$ cat src/rtl/interrupt_ack_sequencer.sv
// -----------------------------------------------------------------------------
// interrupt_ack_sequencer
//
// Sequencing controller for the 8259A interrupt-acknowledge and poll cycles.
// It watches the CPU's INTA# pulses and the RD# strobe and steps a registered
// control state machine. The strobes it produces feed the interrupt
// control-signal logic, the in-service register and the data-bus driver.
//
// Optional feature: define INTERRUPT_POLL_COMMAND_EN to include the POLL
// state, RD# edge detection and end_of_poll_command. When the macro is
// undefined, read_n and poll_command are ignored, POLL is unreachable and
// end_of_poll_command is tied low.
//
// Ports:
//   clock                        in   system clock, rising-edge active
//   reset_n                      in   asynchronous active-low reset
//   write_initial_command_word_1 in   ICW1 write strobe, aborts any sequence
//   interrupt_acknowledge_n      in   INTA#, synchronous to clock
//   read_n                       in   RD#, synchronous to clock
//   poll_command                 in   OCW3 poll request latched upstream
//   u8086_mode                   in   1 = two-pulse INTA, 0 = three-pulse INTA
//   control_state                out  registered current state
//   next_control_state           out  combinational next state
//   latch_in_service             out  pulse: latch winning IR into ISR
//   end_of_acknowledge_sequence  out  pulse: INTA sequence complete
//   end_of_poll_command          out  pulse: poll read complete
//   vector_output_enable         out  drive vector/poll byte onto data bus
// -----------------------------------------------------------------------------
module interrupt_ack_sequencer #(
  parameter int ACK_STATE_WIDTH = 3
) (
  input  logic                       clock,
  input  logic                       reset_n,
  input  logic                       write_initial_command_word_1,
  input  logic                       interrupt_acknowledge_n,
  input  logic                       read_n,
  input  logic                       poll_command,
  input  logic                       u8086_mode,
  output logic [ACK_STATE_WIDTH-1:0] control_state,
  output logic [ACK_STATE_WIDTH-1:0] next_control_state,
  output logic                       latch_in_service,
  output logic                       end_of_acknowledge_sequence,
  output logic                       end_of_poll_command,
  output logic                       vector_output_enable
);

  typedef enum logic [ACK_STATE_WIDTH-1:0] {
    CTL_READY = ACK_STATE_WIDTH'(3'b000),
    ACK1      = ACK_STATE_WIDTH'(3'b001),
    ACK2      = ACK_STATE_WIDTH'(3'b010),
    ACK3      = ACK_STATE_WIDTH'(3'b011),
    POLL      = ACK_STATE_WIDTH'(3'b100)
  } ctl_state_e;

  ctl_state_e state_q, state_d;
  logic       inta_prev_q, inta_prev_d;
  // Edges are only honoured once a clock edge has sampled the real input
  // after reset, so a line held low through reset does not look like a fall.
  logic       edge_arm_q, edge_arm_d;
  logic       inta_fall_s, inta_rise_s;

`ifdef INTERRUPT_POLL_COMMAND_EN
  logic       read_prev_q, read_prev_d;
  logic       read_fall_s, read_rise_s;
`else
  logic       unused_poll_inputs_s;
  assign unused_poll_inputs_s = read_n ^ poll_command;
`endif

  assign inta_fall_s = edge_arm_q & inta_prev_q & ~interrupt_acknowledge_n;
  assign inta_rise_s = edge_arm_q & ~inta_prev_q & interrupt_acknowledge_n;

`ifdef INTERRUPT_POLL_COMMAND_EN
  assign read_fall_s = edge_arm_q & read_prev_q & ~read_n;
  assign read_rise_s = edge_arm_q & ~read_prev_q & read_n;
`endif

  // State and edge-history registers.
  always_ff @(posedge clock or negedge reset_n) begin
    if (!reset_n) begin
      state_q     <= CTL_READY;
      inta_prev_q <= 1'b1;
      edge_arm_q  <= 1'b0;
`ifdef INTERRUPT_POLL_COMMAND_EN
      read_prev_q <= 1'b1;
`endif
    end else begin
      state_q     <= state_d;
      inta_prev_q <= inta_prev_d;
      edge_arm_q  <= edge_arm_d;
`ifdef INTERRUPT_POLL_COMMAND_EN
      read_prev_q <= read_prev_d;
`endif
    end
  end

  // Next-state logic; ICW1 overrides every transition.
  always_comb begin
    state_d     = state_q;
    inta_prev_d = interrupt_acknowledge_n;
    edge_arm_d  = 1'b1;
`ifdef INTERRUPT_POLL_COMMAND_EN
    read_prev_d = read_n;
`endif
    if (write_initial_command_word_1) begin
      state_d = CTL_READY;
    end else begin
      case (state_q)
        CTL_READY: begin
          // INTA wins over a simultaneous poll read.
          if (inta_fall_s) begin
            state_d = ACK1;
`ifdef INTERRUPT_POLL_COMMAND_EN
          end else if (read_fall_s && poll_command) begin
            state_d = POLL;
`endif
          end else begin
            state_d = CTL_READY;
          end
        end
        ACK1: begin
          if (inta_fall_s) begin
            state_d = ACK2;
          end else begin
            state_d = ACK1;
          end
        end
        ACK2: begin
          // Mode is sampled here, so a mid-sequence change only affects this exit.
          if (u8086_mode) begin
            if (inta_rise_s) begin
              state_d = CTL_READY;
            end else begin
              state_d = ACK2;
            end
          end else begin
            if (inta_fall_s) begin
              state_d = ACK3;
            end else begin
              state_d = ACK2;
            end
          end
        end
        ACK3: begin
          if (inta_rise_s) begin
            state_d = CTL_READY;
          end else begin
            state_d = ACK3;
          end
        end
`ifdef INTERRUPT_POLL_COMMAND_EN
        POLL: begin
          if (read_rise_s) begin
            state_d = CTL_READY;
          end else begin
            state_d = POLL;
          end
        end
`endif
        default: begin
          state_d = CTL_READY;
        end
      endcase
    end
  end

  // Strobes and bus enable decoded from current/next state.
  always_comb begin
    latch_in_service            = 1'b0;
    end_of_acknowledge_sequence = 1'b0;
    end_of_poll_command         = 1'b0;
    vector_output_enable        = 1'b0;

    if (state_q == CTL_READY) begin
`ifdef INTERRUPT_POLL_COMMAND_EN
      latch_in_service = (state_d == ACK1) || (state_d == POLL);
`else
      latch_in_service = (state_d == ACK1);
`endif
    end else begin
      latch_in_service = 1'b0;
    end

    if (((state_q == ACK2) || (state_q == ACK3)) && !write_initial_command_word_1) begin
      end_of_acknowledge_sequence = (state_d == CTL_READY);
    end else begin
      end_of_acknowledge_sequence = 1'b0;
    end

`ifdef INTERRUPT_POLL_COMMAND_EN
    if ((state_q == POLL) && !write_initial_command_word_1) begin
      end_of_poll_command = (state_d == CTL_READY);
    end else begin
      end_of_poll_command = 1'b0;
    end
`endif

    if ((state_q == ACK2) || (state_q == ACK3)) begin
      vector_output_enable = ~interrupt_acknowledge_n;
`ifdef INTERRUPT_POLL_COMMAND_EN
    end else if (state_q == POLL) begin
      vector_output_enable = ~read_n;
`endif
    end else begin
      vector_output_enable = 1'b0;
    end
  end

  assign control_state      = state_q;
  assign next_control_state = state_d;

endmodule
$ cat config.mk
export PLATFORM = sky130hd
export DESIGN_NAME = interrupt_ack_sequencer
export DESIGN_NICKNAME = d
export VERILOG_FILES = /design/src/rtl/interrupt_ack_sequencer.sv
export SDC_FILE = /design/constraint.sdc
export NUM_CORES = 1
export LEC_CHECK = 0
export CAP_MARGIN = 10
export CORE_AREA = 2 2 39 41
export DETAILED_ROUTE_END_ITERATION = 6
export DIE_AREA = 0 0 41 43
export SLEW_MARGIN = 5
export SYNTH_ARGS = -nofsm -noshare
export SYNTH_HDL_FRONTEND = slang
export SYNTH_SLANG_ARGS = --single-unit
export TNS_END_PERCENT = 100
$ cat constraint.sdc
create_clock -name clock -period 1 [get_ports clock]
set_input_delay 0.1 -clock clock [delete_from_list [all_inputs] [get_ports clock]]
set_output_delay 0.1 -clock clock [all_outputs]
set_load 0.1 [all_outputs]
==> flow_summary.yaml, run 1 <==
status:
  violations: "negative setup slack"
  status: "finished, violations left"
clock_network:
  clock-root-buffer: "clkbuf_4"
  htreeDepth: 1
  insertion_delay_ns: 0.24
  cts_tree: "yes"
  numCtsBuffers: 3
  path_clk_slew_ns: 0.04
  clock_sinks: 4
  clk_path_buf_depth: 2
sta:
  setup_viol: 9
  grt_setup_unrepaired: "yes"
  hold_viol_final: 0
  slew_violations: 0
  post-route-period-util_pct: 158.8
  fin_skew_ns: 0.002265
  fmax_mhz: 629.8
  finalCriticalPeriod_ns: 1.588
  setup_ws_ns: -0.5877
global_route:
  grt_max_degree: 6
  gr-total-overflow: 0
  grt_pass1_vias: 297
  antenna_found_initial: 0
  grt_first_pass_wirelength_um: 1228
  grtUsageTotal_pct: 10.28
worst_setup_path:
  reg2reg_slack_ns: -0.35
  cp.depth: 4
  r2r_end: "control_state[0]"
  required_ns: 0.90
  rr_startpoint: "control_state[1]"
  path_buf_inv: 1
  arrival_ns: 1.49
  cp-end-kind: "output port"
  slowest_delay_ns: 0.50
  path_class: "flip-flop to output port"
  critPathMaxFanout: 4
  critical-path-top-delay-family: "flip-flops"
  start_kind: "flip-flop"
  startpoint: "control_state[1]"
  slowest_stage: "dfrtp_4"
  cp_cell_sequence: "nand3_4, a21oi_4, nor4_4, buf_12"
  reg2regPathDepth: 5
  cp-endpoint: "next_control_state[0]"
yosys:
  synth_top_flop_cell: "dfrtp_1"
  netlist_area_sq_um: 241.5
  synth-seq-cells: 4
  synth_area_per_cell_sq_um: 10.06
  synth_edf_count: 0
  yosysUniqueCellTypes: 17
  synth_top_area_share_pct: 31.09
  async_reset_ff_share_pct: 100.0
  synthTopCellsByArea: "dfrtp_1 (31%), dfstp_2 (11%), buf_4 (9.3%), nor2b_4 (5.7%), nor4_1 (5.2%)"
  synth_commonest_cells: "buf_4 (3), dfrtp_1 (3), conb_1 (2), nor3_1 (2), nor4_1 (2)"
  synth.yosys.seq_area_share_pct: 41.97
  ys_warn_count: 0
  yosys.area.top_type: "dfrtp_1"
  synth_cells: 24
finish:
  drive_above_1_share_pct: 73.47
  fin_nets: 57
  n_antenna_cell: 0
  fin_cells: 65
  area.growth.synth_to_final_pct: 169.9
drt:
  routedWlPerCell_um: 11.00
  viasPerCell: 4.200
  via_count: 273
  drt-initial-drc-count: 1
  wl_um: 715
  met3WireLength_um: 31
  top_layer: "met3"
  wl_met2_um: 434
  first_pass_iters: 2
  drcViolationCount: 0
  wl_met1_um: 249
  ant_nets: 0
power_and_ir_drop:
  clkPwrFrac_pct: 35.7
  p_int_uw: 394.6
  report.power.total_uw: 616.4
  irDropWorstVdd_uv: 590.7
  p_per_area_nw_per_um2: 945.6
  power_switching_uw: 221.8
  pwr-share-seq_pct: 29.6
  netSwitchingFraction_pct: 35.98
  power_frac_comb_pct: 34.7
  cellLeakagePower_uw: 0.0002509
floorplanning:
  initial_core_util_pct: 17.45
  die_y_um: 43
  die_w_um: 41
  rows: 14
  dieArea_sq_um: 1763
  ios: 17
  coreArea_sq_um: 1384
min_path:
  hp-class: "input port to async pin"
placed_design:
  gp_congestion: 0.8060
  port_buffers: 11
  place_inst: 55
  hpwl_um: 495.8
job:
  drv_cap: 0
layout make-up:
class	instances	area, sq um
Clock buffer	4	26.28
Fill cell	133	732.0
Multi-Input combinational cell	19	220.2
Sequential cell	4	108.9
Tap cell	16	20.02
Timing Repair Buffer	22	276.5
state kept, by name, indices dropped and copies added, names as in the netlist:
signal / cells
control_state: 2
edge_arm_q: 1
inta_prev_q: 1
through the flow:
step | setup slack [ns] | util [%] | setup TNS, ns | cell area [sq um] | hold slack [ns]
after global placement | -0.5777 | 38.88 | -3.102 | 538.0 | 0.3112
after CTS | -0.6001 | 44.76 | -3.158 | 619.3 | 0.05699
after global routing | -0.6440 | 47.11 | -3.510 | 651.9 | 0.07110
final | -0.5877 | 47.11 | -3.140 | 651.9 | 0.06141
after detailed placement | -0.5925 | 38.88 | -3.162 | 538.0 | 0.3153
after floorplan | -1.251 | - | -6.513 | 322.8 | -0.1956
routing by layer:
layer / vias to the layer above / global-route usage (%)
met5: - / 0
met4: 0 / 8.000
met3: 0 / 2.094
met2: 8 / 15.31
met1: 134 / 12.05
li1: 131 / -
power groups by stage:
stage               logic, uW  registers, uW  clock network (uW)
floorplan                 114            200                   0
global placement          191            183                   0
detailed placement        192            184                   0
CTS                       203            182                 236
global route              222            183                 244
finish                    214            183                 220
placed cells by master (no fill, tap or decap), drive strengths merged:
| cell | synthesis | routed |
|---|---|---|
| buf | 3 | 18 |
| conb | 2 | 4 |
| clkbuf | 0 | 4 |
| nor4 | 3 | 3 |
| clkdlybuf4s50 | 0 | 3 |
| dfrtp | 3 | 3 |
| nor3 | 2 | 2 |
| a21oi | 2 | 2 |
| nand3 | 1 | 1 |
| nor2b | 1 | 1 |
| nand2 | 1 | 1 |
| and4b | 1 | 1 |
| nor2 | 1 | 1 |
| a31oi | 1 | 1 |
| and2b | 1 | 1 |
| nand2b | 1 | 1 |
| dlygate4sd2 | 0 | 1 |
| dfstp | 1 | 1 |
logic make-up after synthesis:
family | synth area share, %
flops | 41.97
buf+inv | 9.326
other cells | 3.110
compound gates | 8.290
simple gates | 37.30
worst min-delay path by stage:
stage	from	end	slack [ns]	cells past startpoint
after floorplan	reset_n	edge_arm_q	-0.20	0
after global placement	reset_n	control_state[1]	0.31	1
after detailed placement	reset_n	control_state[1]	0.32	1
after CTS	reset_n	control_state[0]	0.06	1
after global routing	reset_n	control_state[0]	0.07	1
final	reset_n	edge_arm_q	0.06	1
timing repair:
item	in CTS	in global routing
setup buffers	4	2
gates resized for setup	7	4
endpoints found under the hold margin	0	0
cloned	0	0
pin swaps	3	1
endpoints found under the setup margin	9	9
hold buffers	0	0
Note: power is estimated with default switching activity, not from simulation.
==> run 2, diff against run 1 <==
clock period = 2 ns   (was 1 ns; I/O delays follow)
==> flow_summary.yaml, run 2 (synthesis results as in run 1) <==
sta:
  fmax_mhz: 568.2
  hold-worst-slack_ns: 0.1594
  fin_skew_ns: 0.007758
  grt_setup_unrepaired: "no"
  slew_violations: 0
  hold_viol_final: 0
  setup_viol: 0
  finalCriticalPeriod_ns: 1.760
  post-route-period-util_pct: 88.00
  fin_setup_tns_ns: 0
finish:
  fillers: 138
  mostFrequentLayoutCell: "buf_12"
  drive_above_1_share_pct: 52.63
  fin_nets: 46
  n_antenna_cell: 0
  most-common-layout-cells: "buf_12 (5), conb_1 (4), clkdlybuf4s50_1 (4)"
  area.growth.synth_to_final_pct: 107.3
  largest_reg_flops: 2
power_and_ir_drop:
  p_per_area_nw_per_um2: 569.6
  irDropWorstVdd_uv: 248.5
  cellLeakagePower_uw: 0.0001794
floorplanning:
  die_y_um: 43
  die_w_um: 41
  coreArea_sq_um: 1384
  rows: 14
  dieArea_sq_um: 1763
  initial_core_util_pct: 17.45
  ios: 17
clock_network:
  path_clk_slew_ns: 0.04
  holdBufCountCts: 0
  cts_tree: "yes"
  htreeDepth: 1
  post_cts_resized: 0
  insertion_delay_ns: 0.24
  clock-root-buffer: "clkbuf_4"
  numCtsBuffers: 3
  clock_sinks: 4
  clk_path_buf_depth: 2
  post_cts_buffers: 0
drt:
  wl_um: 521
  ant_nets: 0
  drt-initial-drc-count: 0
  via_count: 222
  viasPerCell: 4.111
  first_pass_iters: 1
  drcViolationCount: 0
  routedWlPerCell_um: 9.648
global_route:
  gr-total-overflow: 0
  grt_first_pass_wirelength_um: 1007
  grt_max_degree: 8
  antenna_found_initial: 0
  grtUsageTotal_pct: 9.485
  grt_pass1_vias: 241
worst_setup_path:
  critPathMaxFanout: 7
  r2r_end: "control_state[1]"
  critical-path-top-delay-family: "simple AND/OR/NAND/NOR gates"
  reg2reg_slack_ns: 0.78
  arrival_ns: 1.56
  cp-endpoint: "next_control_state[1]"
  slowest_stage: "dfrtp_4"
  cp_cell_sequence: "nor2_1, nor3_1, nor3_4, buf_12"
  startpoint: "control_state[0]"
  required_ns: 1.80
  cp-end-kind: "output port"
  start_kind: "flip-flop"
  path_class: "flip-flop to output port"
  cp.depth: 4
  slowest_delay_ns: 0.52
  rr_startpoint: "control_state[0]"
  reg2regPathDepth: 3
  path_buf_inv: 1
placed_design:
  port_buffers: 11
  gp_congestion: 0.6622
  hpwl_um: 429.7
status:
  status: "finished clean"
min_path:
  hp-class: "input port to async pin"
job:
  drv_cap: 0
==> run 2: metrics by stage <==
stage | utilization [%] | setup slack (ns) | instances | total power [uW] | instance area [sq um]
floorplan | - | -0.2509 | 26 | 156.9 | 321.6
global placement | 34.27 | 0.2217 | 50 | 178.0 | 474.2
detailed placement | 34.27 | 0.2159 | 50 | 178.5 | 474.2
CTS | 36.17 | 0.2181 | 54 | 292.7 | 500.5
global route | 36.17 | 0.1080 | 54 | 309.7 | 500.5
finish | 36.17 | 0.2399 | 54 | 285.1 | 500.5
==> run 2: per-layer routing <==
metal  GRT usage (%)  vias up  wire length [um]
met5               0        -                 0
li1                -      106                 -
met1           8.497      107               186
met2           12.19        7               290
met4           12.00        0                11
met3           5.759        2                33
==> run 2: layout make-up <==
cell class              instances  area [sq um]  area share (%)
repair buffers                 11         155.1           31.00
well taps                      16         20.02           4.000
flip-flops and latches          4         108.9           21.75
multi-input cells              19         190.2           38.00
clock buffers                   4         26.28           5.250
==> run 2: worst min path at each step <==
stage / start / endpoint / slack (ns) / cells after the start
floorplan: reset_n / edge_arm_q / -0.1 / 0
detailed placement: reset_n / edge_arm_q / 0.41 / 1
global route: reset_n / control_state[0] / 0.15 / 1
finish: reset_n / control_state[0] / 0.16 / 1
global placement: reset_n / edge_arm_q / 0.41 / 1
CTS: reset_n / control_state[0] / 0.15 / 1
==> run 2: power breakdown <==
part | internal [uW] | switching, uW
Sequential | 86.1 | 6.14
Combinational | 22.2 | 62.5
Clock | 74.9 | 33.3
Total | 183 | 102
